### src/rtl/ethernet_udp_header_parser.sv
// Byte-serial Eth+IPv4+UDP header parser. Verdict is a one-cycle pulse in DONE.
// Optional IPv4 header checksum verification is enabled by defining IP_CSUM_CHECK_EN.
module ethernet_udp_header_parser #(
    parameter logic [47:0] LOCAL_MAC  = 48'h02_00_00_00_00_01,
    parameter bit          MAC_FILTER = 1'b1
) (
    input  logic        i_clk,
    input  logic        i_reset_n,
    input  logic [7:0]  i_msg_word,
    input  logic        i_preambule_valid,
    output logic [47:0] o_dst_mac,
    output logic [47:0] o_src_mac,
    output logic [15:0] o_ethertype,
    output logic [31:0] o_src_ip,
    output logic [31:0] o_dst_ip,
    output logic [15:0] o_src_port,
    output logic [15:0] o_dst_port,
    output logic [15:0] o_udp_len,
    output logic        o_busy,
    output logic        o_hdr_valid,
    output logic        o_hdr_error,
    output logic [2:0]  o_fsm_state
);
    // Handshake: i_preambule_valid is a strobe with no ready; header bytes follow
    // on consecutive cycles, and o_hdr_valid/o_hdr_error are mutually exclusive strobes.
    typedef enum logic [2:0] {
        S_IDLE = 3'd0,
        S_ETH  = 3'd1,
        S_IP   = 3'd2,
        S_UDP  = 3'd3,
        S_DONE = 3'd4
    } state_t;

    state_t      state_q, state_d;
    logic [5:0]  cnt_q, cnt_d;
    logic        err_q, err_d;
    logic [47:0] sh_dst_mac_q, sh_dst_mac_d, sh_src_mac_q, sh_src_mac_d;
    logic [15:0] sh_eth_q, sh_eth_d;
    logic [31:0] sh_src_ip_q, sh_src_ip_d, sh_dst_ip_q, sh_dst_ip_d;
    logic [15:0] sh_src_port_q, sh_src_port_d, sh_dst_port_q, sh_dst_port_d;
    logic [15:0] sh_udp_len_q, sh_udp_len_d;
    logic [47:0] dst_mac_q, dst_mac_d, src_mac_q, src_mac_d;
    logic [15:0] eth_q, eth_d;
    logic [31:0] src_ip_q, src_ip_d, dst_ip_q, dst_ip_d;
    logic [15:0] src_port_q, src_port_d, dst_port_q, dst_port_d;
    logic [15:0] udp_len_q, udp_len_d;
    logic [47:0] dst_next;
    logic        hdr_ok;
`ifdef IP_CSUM_CHECK_EN
    logic [19:0] csum_q, csum_d;
    logic [16:0] fold1;
    logic [15:0] fold2;
`endif

    always_comb begin
        state_d       = state_q;
        cnt_d         = cnt_q;
        err_d         = err_q;
        sh_dst_mac_d  = sh_dst_mac_q;
        sh_src_mac_d  = sh_src_mac_q;
        sh_eth_d      = sh_eth_q;
        sh_src_ip_d   = sh_src_ip_q;
        sh_dst_ip_d   = sh_dst_ip_q;
        sh_src_port_d = sh_src_port_q;
        sh_dst_port_d = sh_dst_port_q;
        sh_udp_len_d  = sh_udp_len_q;
        dst_mac_d     = dst_mac_q;
        src_mac_d     = src_mac_q;
        eth_d         = eth_q;
        src_ip_d      = src_ip_q;
        dst_ip_d      = dst_ip_q;
        src_port_d    = src_port_q;
        dst_port_d    = dst_port_q;
        udp_len_d     = udp_len_q;
        dst_next      = {sh_dst_mac_q[39:0], i_msg_word};
        hdr_ok        = !err_q;
`ifdef IP_CSUM_CHECK_EN
        csum_d = csum_q;
        fold1  = {1'b0, csum_q[15:0]} + {13'd0, csum_q[19:16]};
        fold2  = fold1[15:0] + {15'd0, fold1[16]};
        hdr_ok = !err_q && (fold2 == 16'hFFFF);
`endif

        case (state_q)
            S_ETH, S_IP, S_UDP: begin
                cnt_d = cnt_q + 6'd1;
                if (cnt_q inside {[6'd0:6'd5]})   sh_dst_mac_d  = dst_next;
                if (cnt_q inside {[6'd6:6'd11]})  sh_src_mac_d  = {sh_src_mac_q[39:0], i_msg_word};
                if (cnt_q inside {[6'd12:6'd13]}) sh_eth_d      = {sh_eth_q[7:0], i_msg_word};
                if (cnt_q inside {[6'd26:6'd29]}) sh_src_ip_d   = {sh_src_ip_q[23:0], i_msg_word};
                if (cnt_q inside {[6'd30:6'd33]}) sh_dst_ip_d   = {sh_dst_ip_q[23:0], i_msg_word};
                if (cnt_q inside {[6'd34:6'd35]}) sh_src_port_d = {sh_src_port_q[7:0], i_msg_word};
                if (cnt_q inside {[6'd36:6'd37]}) sh_dst_port_d = {sh_dst_port_q[7:0], i_msg_word};
                if (cnt_q inside {[6'd38:6'd39]}) sh_udp_len_d  = {sh_udp_len_q[7:0], i_msg_word};
                // The MAC filter is judged once the whole destination address is in.
                if (cnt_q == 6'd5 && MAC_FILTER &&
                    dst_next != LOCAL_MAC && dst_next != 48'hFFFF_FFFF_FFFF) err_d = 1'b1;
                if (cnt_q == 6'd13 && {sh_eth_q[7:0], i_msg_word} != 16'h0800) err_d = 1'b1;
                if (cnt_q == 6'd14 && i_msg_word != 8'h45) err_d = 1'b1;
                if (cnt_q == 6'd23 && i_msg_word != 8'h11) err_d = 1'b1;
`ifdef IP_CSUM_CHECK_EN
                if (cnt_q inside {[6'd14:6'd33]})
                    csum_d = csum_q + (cnt_q[0] ? {12'd0, i_msg_word} : {4'd0, i_msg_word, 8'd0});
`endif
                if (state_q == S_ETH && cnt_q == 6'd13) state_d = S_IP;
                if (state_q == S_IP  && cnt_q == 6'd33) state_d = S_UDP;
                if (state_q == S_UDP && cnt_q == 6'd41) state_d = S_DONE;
            end
            S_DONE: begin
                state_d = S_IDLE;
                cnt_d   = 6'd0;
                if (hdr_ok) begin
                    dst_mac_d  = sh_dst_mac_q;
                    src_mac_d  = sh_src_mac_q;
                    eth_d      = sh_eth_q;
                    src_ip_d   = sh_src_ip_q;
                    dst_ip_d   = sh_dst_ip_q;
                    src_port_d = sh_src_port_q;
                    dst_port_d = sh_dst_port_q;
                    udp_len_d  = sh_udp_len_q;
                end
            end
            default: ;
        endcase

        // A new preamble always wins over an in-flight header; output loading in DONE is kept.
        if (i_preambule_valid) begin
            state_d       = S_ETH;
            cnt_d         = 6'd0;
            err_d         = 1'b0;
            sh_dst_mac_d  = '0;
            sh_src_mac_d  = '0;
            sh_eth_d      = '0;
            sh_src_ip_d   = '0;
            sh_dst_ip_d   = '0;
            sh_src_port_d = '0;
            sh_dst_port_d = '0;
            sh_udp_len_d  = '0;
`ifdef IP_CSUM_CHECK_EN
            csum_d = '0;
`endif
        end
    end

    always_ff @(posedge i_clk or negedge i_reset_n) begin
        if (!i_reset_n) begin
            state_q       <= S_IDLE;
            cnt_q         <= '0;
            err_q         <= 1'b0;
            sh_dst_mac_q  <= '0;
            sh_src_mac_q  <= '0;
            sh_eth_q      <= '0;
            sh_src_ip_q   <= '0;
            sh_dst_ip_q   <= '0;
            sh_src_port_q <= '0;
            sh_dst_port_q <= '0;
            sh_udp_len_q  <= '0;
            dst_mac_q     <= '0;
            src_mac_q     <= '0;
            eth_q         <= '0;
            src_ip_q      <= '0;
            dst_ip_q      <= '0;
            src_port_q    <= '0;
            dst_port_q    <= '0;
            udp_len_q     <= '0;
`ifdef IP_CSUM_CHECK_EN
            csum_q        <= '0;
`endif
        end else begin
            state_q       <= state_d;
            cnt_q         <= cnt_d;
            err_q         <= err_d;
            sh_dst_mac_q  <= sh_dst_mac_d;
            sh_src_mac_q  <= sh_src_mac_d;
            sh_eth_q      <= sh_eth_d;
            sh_src_ip_q   <= sh_src_ip_d;
            sh_dst_ip_q   <= sh_dst_ip_d;
            sh_src_port_q <= sh_src_port_d;
            sh_dst_port_q <= sh_dst_port_d;
            sh_udp_len_q  <= sh_udp_len_d;
            dst_mac_q     <= dst_mac_d;
            src_mac_q     <= src_mac_d;
            eth_q         <= eth_d;
            src_ip_q      <= src_ip_d;
            dst_ip_q      <= dst_ip_d;
            src_port_q    <= src_port_d;
            dst_port_q    <= dst_port_d;
            udp_len_q     <= udp_len_d;
`ifdef IP_CSUM_CHECK_EN
            csum_q        <= csum_d;
`endif
        end
    end

    assign o_dst_mac   = dst_mac_q;
    assign o_src_mac   = src_mac_q;
    assign o_ethertype = eth_q;
    assign o_src_ip    = src_ip_q;
    assign o_dst_ip    = dst_ip_q;
    assign o_src_port  = src_port_q;
    assign o_dst_port  = dst_port_q;
    assign o_udp_len   = udp_len_q;
    assign o_busy      = (state_q == S_ETH) || (state_q == S_IP) || (state_q == S_UDP);
    assign o_hdr_valid = (state_q == S_DONE) && hdr_ok;
    assign o_hdr_error = (state_q == S_DONE) && !hdr_ok;
    assign o_fsm_state = state_q;
endmodule

### config.mk
export PLATFORM = sky130hd
export DESIGN_NAME = ethernet_udp_header_parser
export DESIGN_NICKNAME = d
export VERILOG_FILES = /design/src/rtl/ethernet_udp_header_parser.sv
export SDC_FILE = /design/constraint.sdc
export NUM_CORES = 1
export LEC_CHECK = 0
export CAP_MARGIN = 20
export CORE_ASPECT_RATIO = 1.5
export CORE_MARGIN = 3
export CORE_UTILIZATION = 35
export DETAILED_ROUTE_END_ITERATION = 8
export GPL_TIMING_DRIVEN = 0
export HOLD_SLACK_MARGIN = 0.15
export REMOVE_ABC_BUFFERS = 1
export SYNTH_ARGS = -nofsm -noshare
export SYNTH_HDL_FRONTEND = slang
export SYNTH_SLANG_ARGS = --single-unit
### constraint.sdc
create_clock -name i_clk -period 2.35 [get_ports i_clk]
set_clock_uncertainty 0.05 [all_clocks]
set_input_delay 0.5875 -clock i_clk [delete_from_list [all_inputs] [get_ports i_clk]]
set_output_delay 0.5875 -clock i_clk [all_outputs]
set_load 0.05 [all_outputs]
After elaboration in Yosys (flattened, before gate mapping)

Cells that the tools add are included.

Register bits after elaboration: 458
Input bits: 11
Output and inout bits: 230
Word-level logic and storage cells: 134

Add/subtract/negate cells: 1
$lt $le $gt $ge: 16
Eq/ne operators: 16
Muxes and demuxes: 37
Bitwise gates (word level): 1
Reduce and logical (&&, ||, !) cells: 44

Operator list:

| cell                                                            | number |
|---|---|
| two-way mux 48 bit                                              | 6 |
| two-way mux 16 bit                                              | 12 |
| two-way mux 32 bit                                              | 6 |
| inequality test 48 x 42 -> 1 bit (second input constant)        | 1 |
| inequality test 48 bit (second input constant)                  | 1 |
| less-or-equal comparator 6 bit (second input constant)          | 4 |
| AND reduction 2 bit                                             | 11 |
| >= comparator 6 bit (second input constant)                     | 3 |
| logical AND 1 bit                                               | 18 |
| nonzero test 2 bit                                              | 9 |
| inequality test 16 x 12 -> 1 bit (second input constant)        | 1 |
| equality test 6 x 4 -> 1 bit (second input constant)            | 2 |
| equality test 6 bit (second input constant)                     | 2 |
| >= comparator 6 x 5 -> 1 bit (second input constant)            | 2 |
| less-or-equal comparator 6 x 4 -> 1 bit (second input constant) | 2 |
| two-way mux 3 bit                                               | 4 |
| one-hot mux 6 bit (2 select lines)                              | 1 |
| inequality test 8 x 5 -> 1 bit (second input constant)          | 1 |
| inequality test 8 x 7 -> 1 bit (second input constant)          | 1 |
| adder 6 x 1 -> 6 bit (second input constant)                    | 1 |
| equality test 3 x 2 -> 1 bit (second input constant)            | 2 |
| equality test 6 x 3 -> 1 bit (second input constant)            | 1 |
| equality test 6 x 5 -> 1 bit (second input constant)            | 1 |
| >= comparator 6 x 1 -> 1 bit (second input constant)            | 1 |
| 16 further kinds                                                | 22 |

Depth between registers and ports, before layout

Gate-level depths: netlist of run 1.

Word-level depth: 9
Mapped depth: 10
Mapped depth without buffers: 7

Worst setup path after synthesis of run 1

Ideal clock, no wire load.

Kind: register to output
From: register state_q[2] (netlist: o_fsm_state[2])
To: output port o_hdr_valid
Data arrival time: 1874 ps
Required time: 1712 ps
Slack: -161 ps
Cell stages (with the launch flop): 6
Buffers on the path: 3
Path through: dfrtp_1 -> clkbuf_1 -> inv_2 -> nor3_4 -> buf_2 -> buf_2

Longest elaborated chain between the ends: 2

RTL lines:

| element                  | RTL line | source |
|---|---|---|
| start: declaration       | 34       | `state_t state_q, state_d;` |
| start signal: assignment | 170      | `state_q <= state_d;` |
| equality test 3 bit      | 204      | `assign o_hdr_valid = (state_q == S_DONE) && hdr_ok;` |
| logical AND 1 bit        | 204      |  |
| end: declaration         | 20       | `output logic o_hdr_valid,` |

Every way passes these cells.

Worst setup path in the final report of run 1

From: register state_q[1] (netlist: o_fsm_state[1])
To: output port o_hdr_valid

The elaborated chain is that of the path after synthesis.

==> results of run 1 <==
[flip-flops by register name, summed over array words and instances (netlist names), 6 cells and up]
| register | cells |
|---|---|
| cnt_q | 6 |
| o_dst_ip | 32 |
| o_dst_mac | 48 |
| o_dst_port | 16 |
| o_ethertype | 16 |
| o_src_ip | 32 |
| o_src_mac | 48 |
| o_src_port | 16 |
| o_udp_len | 16 |
| sh_dst_ip_q | 32 |
| sh_dst_mac_q | 48 |
| sh_dst_port_q | 16 |
| sh_eth_q | 16 |
| sh_src_ip_q | 32 |
| sh_src_mac_q | 48 |
| sh_src_port_q | 16 |
| sh_udp_len_q | 16 |
[cells by family after synthesis]
| family | Yosys count | synth area share |
|---|---|---|
| DFF | 458 | 0.628 |
| and+or+nand+nor | 449 | 0.105 |
| muxes | 320 | 0.191 |
| AOI/OAI and AO/OA | 155 | 0.0454 |
| buffers and inverters | 108 | 0.0279 |
| adders and majority gates | 4 | 0.00274 |
| xor gates and xnor gates | 2 | 0.000959 |
[power by group through the flow]
stage,clock network [mW],registers [mW],logic [mW]
6_report,7.43,7.98,0.492
5_1_grt,7.97,7.98,0.553
4_1_cts,7.65,7.98,0.494
3_5_place_dp,0,8.12,0.486
3_3_place_gp,0,8.14,0.448
2_1_floorplan,0,8.10,0.102
[timing repair]
| item | 4_1_cts | 5_1_grt |
|---|---|---|
| setup buffers | 30 | 10 |
| pin swaps | 10 | 4 |
| gates resized for setup | 295 | 19 |
| gates cloned | 8 | 2 |
| endpoints found under the setup margin | 557 | 178 |
| endpoints found under the hold margin | 105 | 105 |
[stage by stage]
step,std cells,cell area [µm²]
after detailed placement,2333,21800
after CTS,2448,23500
after floorplan,1395,17800
final,2456,23600
after global placement,2304,21000
after global routing,2456,23600
[worst max-delay path, cell delays in order (launching register included)]
cell and delay (ns):
dfrtp_2 0.43, or2_4 0.26, nor3_4 0.24, clkbuf_16 0.18
buf_16 0.11, buf_12 0.12
[cell type report]
type,instances,area (µm²),share of cell area
clock buffers,69,1430,0.0606
repair buffers,310,3240,0.137
flip-flops and latches,458,11500,0.486
well taps,669,837,0.0354
multi-input cells,933,6490,0.275
inverters,7,33.8,0.00143
clock inverters,10,114,0.00482
[routing by layer]
| layer | up-vias | part of all wire | wire, µm |
|---|---|---|---|
| met2 | 273 | 0.51 | 24800 |
| met4 | 0 | 0.035 | 1670 |
| met1 | 6207 | 0.41 | 20000 |
| met5 | - | 0 | 0 |
| li1 | 5651 | - | - |
| met3 | 84 | 0.039 | 1890 |
[cells in the final DEF (no fill, tap or decap), types with 7 or more instances in the layout]
cell,netlist,final
buf_16,0,16
mux2_4,0,10
buf_12,0,8
nor4_1,18,18
buf_8,0,8
dfrtp_1,458,453
a21oi_1,134,133
nand4_1,15,15
clkbuf_1,45,7
dlygate4sd2_1,0,230
mux2i_1,96,96
clkbuf_8,0,13
nand2_1,267,267
buf_4,0,32
clkbuf_16,0,52
nor2_1,114,112
mux2_2,223,213
[path summary, 6_finish.rpt]
| check | slack (ns) | depth (start not counted) | start | end |
|---|---|---|---|---|
| max in group asynchronous | 0.53 | 3 | i_reset_n | o_src_ip[13] |
| min in group i_clk | 0.45 | 1 | o_src_mac[43] | o_src_mac[43] |
| setup reg to reg | 0.06 | 8 | o_fsm_state[1] | o_dst_port[6] |
| hold / removal | 0.05 | 1 | i_reset_n | o_udp_len[6] |
| hold reg to reg | 0.45 | 1 | o_src_mac[43] | o_src_mac[43] |
| setup / recovery | -0.17 | 5 | o_fsm_state[1] | o_hdr_valid |
==> results_dict.tcl, run 1 <==
set metrics [dict create \
    outcome "complete, but fails checks" \
    violations "setup timing" \
    clockPowerShare 0.467 \
    async_flop_share 1.00 \
    grt_pass1_vias 12409 \
    antenna_found_initial 0 \
    met3_usage 0.0250 \
    synth_top_area_frac 0.628 \
    drtIter0Drc 873 \
    pwr_density_cell_nw_per_um2 673 \
    drt-vias-per-instance 4.97 \
    netlist_instances 1496 \
    synth.largest_area_cell "dfrtp_1" \
    synth.most_common_cell "dfrtp_1" \
    drv_cap 0 \
    worst_slack_ns -0.174 \
    seqPwrFrac 0.502 \
    fp.dieH_um 286 \
    yosys_register_bits 458 \
    finalCritPeriodShare 1.07 \
    critPathRequiredTime_ns 1.71 \
    htree_levels 2 \
    start_kind "flop" \
    avgRoutedWirePerCell_um 19.7 \
    clk_latency_ns 0.55 \
    antenna_cells 0 \
    p_leak_nw 12.2 \
    power_mw 15.9 \
    cp-end-kind "output pin" \
    synthTopCellsByCount "dfrtp_1, nand2_1, mux2_2, a21oi_1, nor2_1" \
    path_clk_slew_ns 0.06 \
    grt_remaining_overflow 0 \
    max_freq_ghz 0.396 \
    grt-busiest-layer "met2" \
    drcViolationCount 0 \
    grt_pass1_wl_um 75400 \
    row_count 101 \
    grt_setup_unrepaired "true" \
    drive_gt1_frac 0.226 \
    initial_core_util 0.358 \
    ys_seq_area_frac 0.628 \
    num_vias 12215 \
    track_usage 0.175 \
    die-area_um2 55000 \
    nets 1771 \
    place_ws_ns -1.22 \
    hold_viol 0 \
    power.switching_mw 3.46 \
    met1_usage 0.224 \
    place_congestion 0.778 \
    slew_headroom 0.312 \
    sw_frac_of_total 0.218 \
    irDropWorstVdd_mv 0.502 \
    cts-root-buf "clkbuf_16" \
    synthTopCellsByArea "dfrtp_1, mux2_2, nand2_1" \
    ys_warn_count 0 \
    final_antenna_net_count 0 \
    area_delta_synth_final_pct 29.3 \
    maxSlewViolCount 0 \
    ys_types 48 \
    core_area_um2 51100 \
    cts_sinks 458 \
    cts_tree "built" \
    critical_path_class "flop to output pin" \
    combPwrFrac 0.031 \
    hold_class "input pin to asynchronous set/reset pin" \
    setup_violations 2 \
    synthFlopType "dfrtp_1" \
    port_buffers 240 \
    dr.pass1.iters 5 \
    grt_use_met2 0.300 \
    fill_cells 4741 \
    num_io_pins 241 \
    utilization 0.463 \
    finalSetupTns_ns -0.254 \
    fin_crit_ns 2.52 \
    path_max_fanout 4 \
    clockBufferDepth 3 \
    die_w_um 193 \
    whs_ns 0.0495 \
    avgSynthCellArea_um2 12.2 \
    dp_hpwl_um 29600 \
    worstPathArrival_ns 1.89 \
    p_int_mw 12.4 \
    synth_edf_count 0 \
    grt_max_degree 127 \
    cts-buffers-inserted 46 \
    totalWireLength_um 48300 \
    synth_area_um2 18300 \
    worstMarginPinSlew_ns 1.03 \
]
Power figures use the tool's default switching activity.
==> inputs of run 2 (changes only) <==
--- a/config.mk
+++ b/config.mk
@@ -5,13 +5,13 @@
 export SDC_FILE = /design/constraint.sdc
 export NUM_CORES = 1
 export LEC_CHECK = 0
-export CAP_MARGIN = 20
 export CORE_ASPECT_RATIO = 1.5
 export CORE_MARGIN = 3
-export CORE_UTILIZATION = 35
+export CORE_UTILIZATION = 50
 export DETAILED_ROUTE_END_ITERATION = 8
 export GPL_TIMING_DRIVEN = 0
 export HOLD_SLACK_MARGIN = 0.15
+export PLACE_DENSITY = 0.76
 export REMOVE_ABC_BUFFERS = 1
 export SYNTH_ARGS = -nofsm -noshare
 export SYNTH_HDL_FRONTEND = slang
==> run 2 against run 1 <==
Effect of this change:
- the flow still finishes with violations (setup timing)
- via count rose by 0.82%
- cell area fell by 2.3%
- flip-flop and latch count did not move
- global-route usage increased by 5.3 points
- cell count shrank 8.8%
- critical path depth unchanged
- maximum frequency down 0.16%
- critical path type unchanged
- largest cell class unchanged
- largest power group unchanged
==> results_dict.tcl, run 2 (synthesis results as in run 1) <==
set metrics [dict create \
    outcome "complete, but fails checks" \
    violations "setup timing" \
    hold_class "input pin to asynchronous set/reset pin" \
    r2r-end "o_udp_len[8]" \
    drive_gt1_frac 0.212 \
    dr.pass1.iters 6 \
    max_freq_ghz 0.396 \
    path_buf_inv 3 \
    grt-busiest-layer "met2" \
    cts_sinks 458 \
    num_vias 12315 \
    path_max_fanout 6 \
    power_mw 15.4 \
    worstMarginPinSlew_ns 1.00 \
    path_clk_slew_ns 0.06 \
    grt_pass1_vias 12704 \
    track_usage 0.228 \
    totalWireLength_um 44600 \
    final_cell_mix "dfrtp_1, nand2_1, mux2_2" \
    fill_cells 2835 \
    cp-end-kind "output pin" \
    htree_levels 2 \
    place_congestion 0.809 \
    timing.rr.start "o_fsm_state[0]" \
    finalCritPeriodShare 1.08 \
    die_w_um 162 \
    irDropWorstVdd_mv 0.658 \
    final_common_cell "dfrtp_1" \
    antenna_cells 0 \
    pwr_density_cell_nw_per_um2 666 \
    cts_tree "built" \
    worstPathArrival_ns 1.89 \
    hold_viol 0 \
    grt_remaining_overflow 0 \
    place_inst 2139 \
    port_buffers 240 \
    grt_max_degree 147 \
    cp_slowest_cell "dfrtp_2" \
    cp_top_family "simple AND/OR/NAND/NOR gates" \
    crit_chain "or2_4 -> nor3_4 -> clkbuf_16 -> buf_16 -> buf_12" \
    fin_cells 2240 \
    cts-root-buf "clkbuf_16" \
    dp_hpwl_um 27400 \
    avgRoutedWirePerCell_um 19.9 \
    fin_crit_ns 2.53 \
    drv_cap 0 \
    p_leak_nw 12.4 \
    final_antenna_net_count 0 \
    drt-vias-per-instance 5.50 \
    worst_slack_ns -0.178 \
    critPathRequiredTime_ns 1.71 \
    clockBufferDepth 3 \
    area_delta_synth_final_pct 26.3 \
    grt_pass1_wl_um 70400 \
    grt_use_met2 0.395 \
    cts-buffers-inserted 43 \
    die-area_um2 38900 \
    drtIter0Drc 877 \
    initial_core_util 0.508 \
    met3_usage 0.0350 \
    grt_setup_unrepaired "true" \
    fp.dieH_um 240 \
    num_io_pins 241 \
    r2r_slack_ns 0.08 \
    max_stage_delay_ns 0.44 \
    row_count 85 \
    maxSlewViolCount 0 \
    core_area_um2 35900 \
    drcViolationCount 0 \
    nets 1750 \
    met1_usage 0.284 \
    reg2reg_depth 8 \
    slew_headroom 0.334 \
    start_kind "flop" \
    antenna_found_initial 0 \
    critical_path_class "flop to output pin" \
    setup_violations 2 \
    clk_latency_ns 0.54 \
]
run 2: cell count changes in the layout (fill, tap and decap cells not counted), sizes merged, moves of 3 or more:
cell	change
dlygate4sd2	-33
clkbuf	-8
dlymetal6s2s	+30
clkdlybuf4s50	+5
or4	+3
buf	-17
run 2: stage by stage:
step	hold slack (ns)	instance area, µm²	TNS [ns]	utilization	setup slack, ns
after floorplan	0.242	17800	-1341.99	-	-5.18
after global placement	0.436	20800	-	0.578	-18.89
after detailed placement	0.444	21400	-159.29	0.596	-1.43
after CTS	0.0908	22900	-0.398	0.636	-0.201
after global routing	0.0574	23100	-0.492	0.642	-0.248
final	0.0290	23100	-0.265	0.642	-0.178
run 2: layout make-up:
cell class / count / area [µm²] / area share
clock inverter: 9 / 104 / 0.00450
clock buffer: 63 / 1290 / 0.0561
timing repair buffer: 290 / 3130 / 0.136
multi-input combinational: 935 / 6440 / 0.279
tap: 478 / 598 / 0.0259
sequential: 458 / 11500 / 0.497
inverter: 7 / 33.8 / 0.00146
run 2: repair_timing:
item,4_1_cts,5_1_grt
pin swaps,7,3
endpoints found under the setup margin,603,167
resized for setup,238,48
cloned,6,0
setup buffers,18,6
hold endpoints to repair,116,25
run 2: where the power goes:
part	internal (mW)	switching (mW)
Clock	4.02	2.87
Sequential	7.92	0.0598
Combinational	0.109	0.378
run 2: worst max path at each step:
stage                        start                to  slack (ns)  depth (start not counted)
global placement         i_reset_n  sh_udp_len_q[15]      -18.89                          1
finish              o_fsm_state[0]       o_hdr_valid       -0.18                          5
detailed placement  o_fsm_state[2]       o_hdr_valid       -1.43                          6
CTS                 o_fsm_state[0]       o_hdr_valid       -0.20                          5
global route        o_fsm_state[0]       o_hdr_valid       -0.25                          5
floorplan           o_fsm_state[2]       o_dst_ip[0]       -5.18                          3
run 2: per-layer routing:
metal / routed length, µm / up-vias
met4: 2020 / 0
met3: 1910 / 110
met1: 17500 / 6267
met2: 23200 / 335
met5: 0 / -
li1: - / 5603
